$ cat src/rtl/pipe_pkg.sv
// Shared definitions for the MIPS pipeline: control bundle layout and the
// ID/EX register image.
package pipe_pkg;

  localparam int CTRL_W = 10;

  localparam int REG_WRITE  = 0;
  localparam int MEM_READ   = 1;
  localparam int MEM_WRITE  = 2;
  localparam int MEM_TO_REG = 3;
  localparam int ALU_SRC    = 4;
  localparam int REG_DST    = 5;
  localparam int BRANCH     = 6;
  localparam int ALU_OP     = 7;
  localparam int ALU_OP_W   = 3;

  localparam logic [4:0] ZERO_REG = 5'd0;

  typedef struct packed {
    logic [CTRL_W-1:0] ctrl;
    logic              valid;
    logic [31:0]       a;
    logic [31:0]       b;
    logic [31:0]       imm;
    logic [4:0]        rs;
    logic [4:0]        rt;
    logic [4:0]        rd;
    logic [31:0]       pc4;
  } ex_regs_t;

  function automatic logic [31:0] sign_ext16(input logic [15:0] v);
    return {{16{v[15]}}, v};
  endfunction

endpackage

$ cat src/rtl/hazard_detect.sv
// Load-use compare between the load sitting in EX and the source registers
// of the instruction in ID.
module hazard_detect
  import pipe_pkg::*;
(
  input  logic       ex_valid,
  input  logic       ex_mem_read,
  input  logic [4:0] ex_rt,
  input  logic [4:0] id_rs,
  input  logic [4:0] id_rt,
  output logic       lu
);

  // rt is compared for every opcode, even when it is not a source operand.
  assign lu = ex_valid & ex_mem_read & (ex_rt != ZERO_REG) &
              ((ex_rt == id_rs) | (ex_rt == id_rt));

endmodule

$ cat src/rtl/id_ex_stage.sv
// ID/EX pipeline register with load-use bubble insertion, flush squashing,
// back-end freeze and a saturating bubble counter.
module id_ex_stage
  import pipe_pkg::*;
(
  input  logic              clk,
  input  logic              reset,
  input  logic [31:0]       if_id_instr,
  input  logic [31:0]       if_id_pc4,
  input  logic [CTRL_W-1:0] ctrl_in,
  input  logic [31:0]       rd1,
  input  logic [31:0]       rd2,
  input  logic              flush,
  input  logic              ex_stall,
  output logic [CTRL_W-1:0] ex_ctrl,
  output logic              ex_valid,
  output logic [31:0]       ex_a,
  output logic [31:0]       ex_b,
  output logic [31:0]       ex_imm,
  output logic [4:0]        ex_rs,
  output logic [4:0]        ex_rt,
  output logic [4:0]        ex_rd,
  output logic [31:0]       ex_pc4,
  output logic              hazard_stall,
  output logic [31:0]       bubble_count
);

  ex_regs_t    ex_q, ex_d;
  logic [31:0] bubble_count_q, bubble_count_d;
  logic        lu;
  logic        unused_opcode;

  assign unused_opcode = ^if_id_instr[31:26];

  hazard_detect u_hazard_detect (
    .ex_valid    (ex_q.valid),
    .ex_mem_read (ex_q.ctrl[MEM_READ]),
    .ex_rt       (ex_q.rt),
    .id_rs       (if_id_instr[25:21]),
    .id_rt       (if_id_instr[20:16]),
    .lu          (lu)
  );

  assign hazard_stall = lu & ~flush & ~ex_stall;

  // Freeze wins over squash; a bubble is an all-zero image so it can never write.
  always_comb begin
    ex_d           = ex_q;
    bubble_count_d = bubble_count_q;
    if (!ex_stall) begin
      if (flush || lu) begin
        ex_d = '0;
        if (bubble_count_q != 32'hFFFF_FFFF) begin
          bubble_count_d = bubble_count_q + 32'd1;
        end
      end else begin
        ex_d.ctrl  = ctrl_in;
        ex_d.valid = 1'b1;
        ex_d.a     = rd1;
        ex_d.b     = rd2;
        ex_d.imm   = sign_ext16(if_id_instr[15:0]);
        ex_d.rs    = if_id_instr[25:21];
        ex_d.rt    = if_id_instr[20:16];
        ex_d.rd    = if_id_instr[15:11];
        ex_d.pc4   = if_id_pc4;
      end
    end
  end

  always_ff @(posedge clk) begin
    if (reset) begin
      ex_q           <= '0;
      bubble_count_q <= '0;
    end else begin
      ex_q           <= ex_d;
      bubble_count_q <= bubble_count_d;
    end
  end

  assign ex_ctrl      = ex_q.ctrl;
  assign ex_valid     = ex_q.valid;
  assign ex_a         = ex_q.a;
  assign ex_b         = ex_q.b;
  assign ex_imm       = ex_q.imm;
  assign ex_rs        = ex_q.rs;
  assign ex_rt        = ex_q.rt;
  assign ex_rd        = ex_q.rd;
  assign ex_pc4       = ex_q.pc4;
  assign bubble_count = bubble_count_q;

endmodule

$ cat config.mk
export PLATFORM = sky130hd
export DESIGN_NAME = id_ex_stage
export DESIGN_NICKNAME = d
export VERILOG_FILES = /design/src/rtl/pipe_pkg.sv /design/src/rtl/hazard_detect.sv /design/src/rtl/id_ex_stage.sv
export SDC_FILE = /design/constraint.sdc
export NUM_CORES = 1
export LEC_CHECK = 0
export CAP_MARGIN = 15
export CELL_PAD_IN_SITES_DETAIL_PLACEMENT = 1
export CELL_PAD_IN_SITES_GLOBAL_PLACEMENT = 1
export CORE_MARGIN = 2
export CORE_UTILIZATION = 28
export CTS_BUF_LIST = sky130_fd_sc_hd__clkbuf_16
export CTS_CLUSTER_SIZE = 20
export DETAILED_ROUTE_END_ITERATION = 16
export PLACE_DENSITY_LB_ADDON = 0.25
export SKIP_LAST_GASP = 1
export SLEW_MARGIN = 10
export SYNTH_ARGS = -nofsm -noshare
export SYNTH_HDL_FRONTEND = slang
export SYNTH_HIERARCHICAL = 1
export SYNTH_SLANG_ARGS = --single-unit
$ cat constraint.sdc
create_clock -name clk -period 3.7 [get_ports clk]
set_clock_uncertainty 0.1 [all_clocks]
set_input_delay 0.74 -clock clk [delete_from_list [all_inputs] [get_ports clk]]
set_output_delay 0.74 -clock clk [all_outputs]
set_load 0.01 [all_outputs]
## Word-level counts from Yosys, hierarchy flattened

Cells that the tools add are included.

- Bits in registers: 186
- Logic and storage cells: 26
- Output and inout port bits: 187
- Input bits: 142

- $add $sub $neg: 1
- Bitwise gates (word level): 8
- Multiplexer cells: 1
- Equality and inequality tests: 3
- Reductions and logical operators: 3

Operator list:

| operator | number |
|---|---|
| 154-bit two-way mux | 1 |
| 32-bit by 1-bit adder with 32-bit output (second input constant) | 1 |
| 32-bit inequality test (second input constant) | 1 |
| 5-bit equality test | 2 |
| 1-bit AND | 5 |
| 5-bit nonzero test | 1 |
| 3-bit AND reduction | 1 |
| 1-bit NOT | 2 |
| 1-bit logical OR | 1 |
| 1-bit OR | 1 |

## Depth between registers and ports, before layout

- Depth in word-level cells: 5
- Mapped depth: 9
- Depth with buffers taken out: 9

## Hierarchy

Netlist, hierarchy kept.

Modules (own cells, without submodules):

| module | area each (um^2) | seq. area each (um^2) | cells each | times used |
|---|---|---|---|---|
| id_ex_stage | 6199.7 | 3303.2 | 679 | 1 |
| hazard_detect | 132.6 | 0.0 | 17 | 1 |

## Worst setup path after synthesis

OpenSTA, ideal clock, no wires.

- Path type: in2reg
- From: in if_id_instr[23]
- To: reg bubble_count_q[29] (netlist: bubble_count[29])
- Stages on the path: 9
- Path buffers: 0
- Setup time: 71 ps
- Data required time: 3529 ps
- Data arrival time: 3088 ps
- Setup slack: 441 ps
- Path through: xor2_1 nor3_1 nand3_1 a21oi_1 o21bai_1 or3b_4 or4_4 or4_1 a21oi_1

- Word-level cells in the longest chain between the ends: 5

Ends and longest elaborated chain:

| element | RTL line | RTL |
|---|---|---|
| start: declaration | id_ex_stage.sv:8 | `input logic [31:0] if_id_instr,` |
| 5-bit equality test | hazard_detect.sv:16 | `((ex_rt == id_rs) \| (ex_rt == id_rt));` |
| 1-bit OR | hazard_detect.sv:16 |  |
| 1-bit AND | hazard_detect.sv:15 | `assign lu = ex_valid & ex_mem_read & (ex_rt != ZERO_REG) &` |
| named net lu | id_ex_stage.sv:30 | `logic lu;` |
| 1-bit logical OR | id_ex_stage.sv:51 | `if (flush \|\| lu) begin` |
| 3-bit AND reduction (no line) | - |  |
| end signal: assignment | id_ex_stage.sv:76 | `bubble_count_q <= bubble_count_d;` |
| end: declaration | id_ex_stage.sv:29 | `logic [31:0] bubble_count_q, bubble_count_d;` |

The timed path passes the listed nets, and every way through them passes these cells.
A chain may end at the register's enable or synchronous reset.

## Worst setup path in the final report

- From: in if_id_instr[21]
- To: reg bubble_count_q[23] (netlist: bubble_count[23])

Same word-level chain as after synthesis.

==> metrics.md <==
| Metric | Value |
|---|---|
| Outcome | finished, final reports clean |
| DR pass1 iterations | 4 |
| Post-CTS setup buffer count | 0 |
| IO buf count | around 320 |
| Post-route cell area | ~10000 um^2 |
| Count of different cell masters after synthesis | 40 |
| Ys async rst share | 0% |
| First-pass GRT wire length | between 30000 and 40000 um |
| Die area | about 24000 um^2 |
| Setup violators final | 0 |
| Tmin final | roughly 3.4 ns |
| Worst Tran Pin Value | roughly 1.0 ns |
| Seq/Total Area, Yosys | a little over half |
| Footprint of the multi-input gates | about 2700 um^2 |
| GRT Residual Overflow | 0 |
| Critical path capture point type | register |
| Vias/cell | about 5 |
| Vias | between 6000 and 7000 |
| Sequential Area | between 3000 and 4000 um^2 |
| Avg WL per Cell | ~18 um |
| Layout cell share with drive strength beyond 1 | ~6.3% |
| #FFs+latches synth | 165 |
| Synth Flop Type | dfxtp_1 |
| Die span in x | around 150 um |
| Max H-tree Level | 4 |
| Post-route setup slack | between 0.3 and 0.4 ns |
| Pwr dens | between 400 and 500 nW/um^2 |
| Chip height | around 150 um |
| Vias in the first global route | slightly above 6000 |
| Crit Path Class | in -> reg |
| DRC viols | 0 |
| Post-Syn Instances | 696 |
| ANT cells | 0 |
| Fin. Hold Viols | 0 |
| CP max FO | 5 |
| Required time worst endpoint | between 3 and 4 ns |
| Cell Area, Synth | between 6000 and 7000 um^2 |
| Root Buffer | clkbuf_16 |
| Largest net degree at the start of global routing | 109 |
| Nets@finish | 1120 |
| Net Count, Synth | around 840 |
| Num CTS Buffers | 17 |
| P_leak | 3.638 nW |
| Final WL | 22390 um |
| Final Slew Violations | 0 |
| CP Launch Type | primary input |
| DP HPWL | around 16000 um |
| RSZ-0062 raised after global routing | no |
| Worst IR drop on VDD | 197.5 uV |
| Placer Congestion | 0.7276 |
| Top Ports | around 330 |
| Clock-pin slew on the worst setup and hold paths | 0.07 ns |
| Commonest cells after routing, fill and taps aside | clkdlybuf4s50_1, dfxtp_1, nor2_1 |
| Post-synth EDFFs | 0 |
| Mean Syn Cell Area | roughly 9 um^2 |
| Post-DP Area | between 9000 and 10000 um^2 |
| Min-delay worst type | reg -> reg |
| Routed Antenna Nets | 0 |
| Yosys warning total | 6 |
| Clock buffer depth | 2 |
| DR iter-0 viols | between 300 and 400 |
| Pre-CTS setup slack | -0.1485 ns |
| Area Overhead vs Synth | 62.34% |
| Slew headroom | 30.20% |
| Tcrit/Tclk final | 90.72% |
| Starting Density | ~28% |
| CTS tree | yes |
| Total track usage | 18.12% |
| Fill cells | 2529 |
| Row cnt | 55 |
| Worst skew pair latency | 0.43 ns |
| Commonest non-fill, non-tap cell in the layout | clkdlybuf4s50_1 |
| Core area | around 22000 um^2 |
| Highest clock rate | around 300 MHz |
| Arrival time worst endpoint | roughly 3.6 ns |
| Clock sink count | between 150 and 200 |
| Antenna violations before repair | 0 |
| Max_cap viols | 0 |
## worst max-delay path: stages
cell	delay [ns]
clkdlybuf4s50_1	0.44
xor2_1	0.18
nor3_1	0.17
nand3_1	0.12
a21oi_2	0.20
o21bai_1	0.11
or3b_4	0.43
or4_4	0.56
or4_1	0.49
a21oi_1	0.16
## final cells by class
| class | count | share of cell area, % |
|---|---|---|
| timing repair buffer | 336 | 32.59 |
| tap | 285 | 3.469 |
| sequential | 165 | 32.13 |
| clock buffer | 17 | 4.138 |
| multi-input combinational | 453 | 26.00 |
| clock inverter | 15 | 1.521 |
| inverter | 4 | 0.1461 |
## cells by family (layout without fill, tap and decap cells)
family,Yosys count,in the layout,synth area share [%]
AND/OR/NAND/NOR,248,248,18.28
AO/OA/AOI/OAI,185,185,20.69
multiplexers,4,4,0.6915
adder cells (fa/ha/maj),1,1,0.1976
flip-flops,165,165,52.16
XOR/XNOR,15,15,2.075
buffers and inverters,78,372,5.908
## power by group
group | total, mW | switching, mW | internal [mW]
combinational | 0.498 | 0.208 | 0.290
sequential | 1.87 | 0.0343 | 1.83
clock | 1.75 | 0.851 | 0.904
total | 4.12 | 1.09 | 3.03
## repair_timing
item | in CTS | in global routing
setup endpoints to repair | 1 | 1
gates cloned | 0 | 0
resized for setup | 1 | 1
hold buffers | 0 | 0
## worst paths after layout
kind / slack [ns] / cells after the start / to / startpoint
setup / recovery: 0.34 / 10 / bubble_count[23] / if_id_instr[21]
hold / removal: 0.41 / 2 / ex_a[16] / ex_a[16]
setup reg to reg: 0.71 / 9 / bubble_count[23] / ex_rt[2]
hold reg to reg: 0.41 / 2 / ex_a[16] / ex_a[16]
## stage by stage
step           std cells  TNS (ns)  utilization, %  hold WS, ns  power, mW
6_report            1275         0           45.82       0.4137      4.118
3_3_place_gp        1243   -0.3377           43.20       0.3896      2.403
3_5_place_dp        1243   -0.6767           43.20       0.4001      2.411
5_1_grt             1275         0           45.82       0.4476      4.304
2_1_floorplan        696         0               -       0.4147      2.094
4_1_cts             1275         0           45.81       0.4161      4.196
## cells in the mapped netlist, types with 2 or more instances
| cell | n | area [um^2] |
|---|---|---|
| nor2b_1 | 6 | 37.54 |
| nor3_1 | 8 | 40.04 |
| nand4_1 | 13 | 81.33 |
| or4_1 | 13 | 97.59 |
| o31ai_1 | 9 | 67.56 |
| o21ai_0 | 14 | 70.07 |
| inv_1 | 4 | 15.01 |
| xor2_1 | 8 | 70.07 |
| buf_1 | 2 | 7.510 |
| or2_2 | 2 | 12.51 |
| dfxtp_1 | 165 | 3303 |
| buf_4 | 21 | 157.7 |
| a21oi_1 | 22 | 110.1 |
| mux2_2 | 3 | 33.78 |
| nor4_1 | 7 | 43.79 |
| buf_2 | 2 | 10.01 |
| and3_1 | 2 | 12.51 |
| or3_1 | 14 | 87.58 |
| xnor2_1 | 7 | 61.31 |
| nor2_1 | 147 | 551.8 |
| nand2_1 | 17 | 63.81 |
| a22oi_1 | 132 | 991.0 |
| clkbuf_1 | 49 | 183.9 |
| or4_4 | 2 | 22.52 |
| nand3_1 | 12 | 60.06 |
## flip-flops by register name, indices dropped and copies added (netlist names)
register,flops
ex_pc4,32
ex_b,32
ex_imm,16
ex_a,32
bubble_count,32
ex_ctrl,10
ex_valid,1
ex_rs,5
ex_rt,5
## layer usage
layer	share of wire (%)	up-vias	global-route usage (%)	wire (um)
met5	0	-	0	0
met4	2.3	0	6.437	510
met3	5.8	26	5.548	1309
met2	51	164	31.37	11340
met1	41	3043	21.27	9231
li1	-	3056	-	-
No activity file was read; power rests on OpenSTA's default activity.
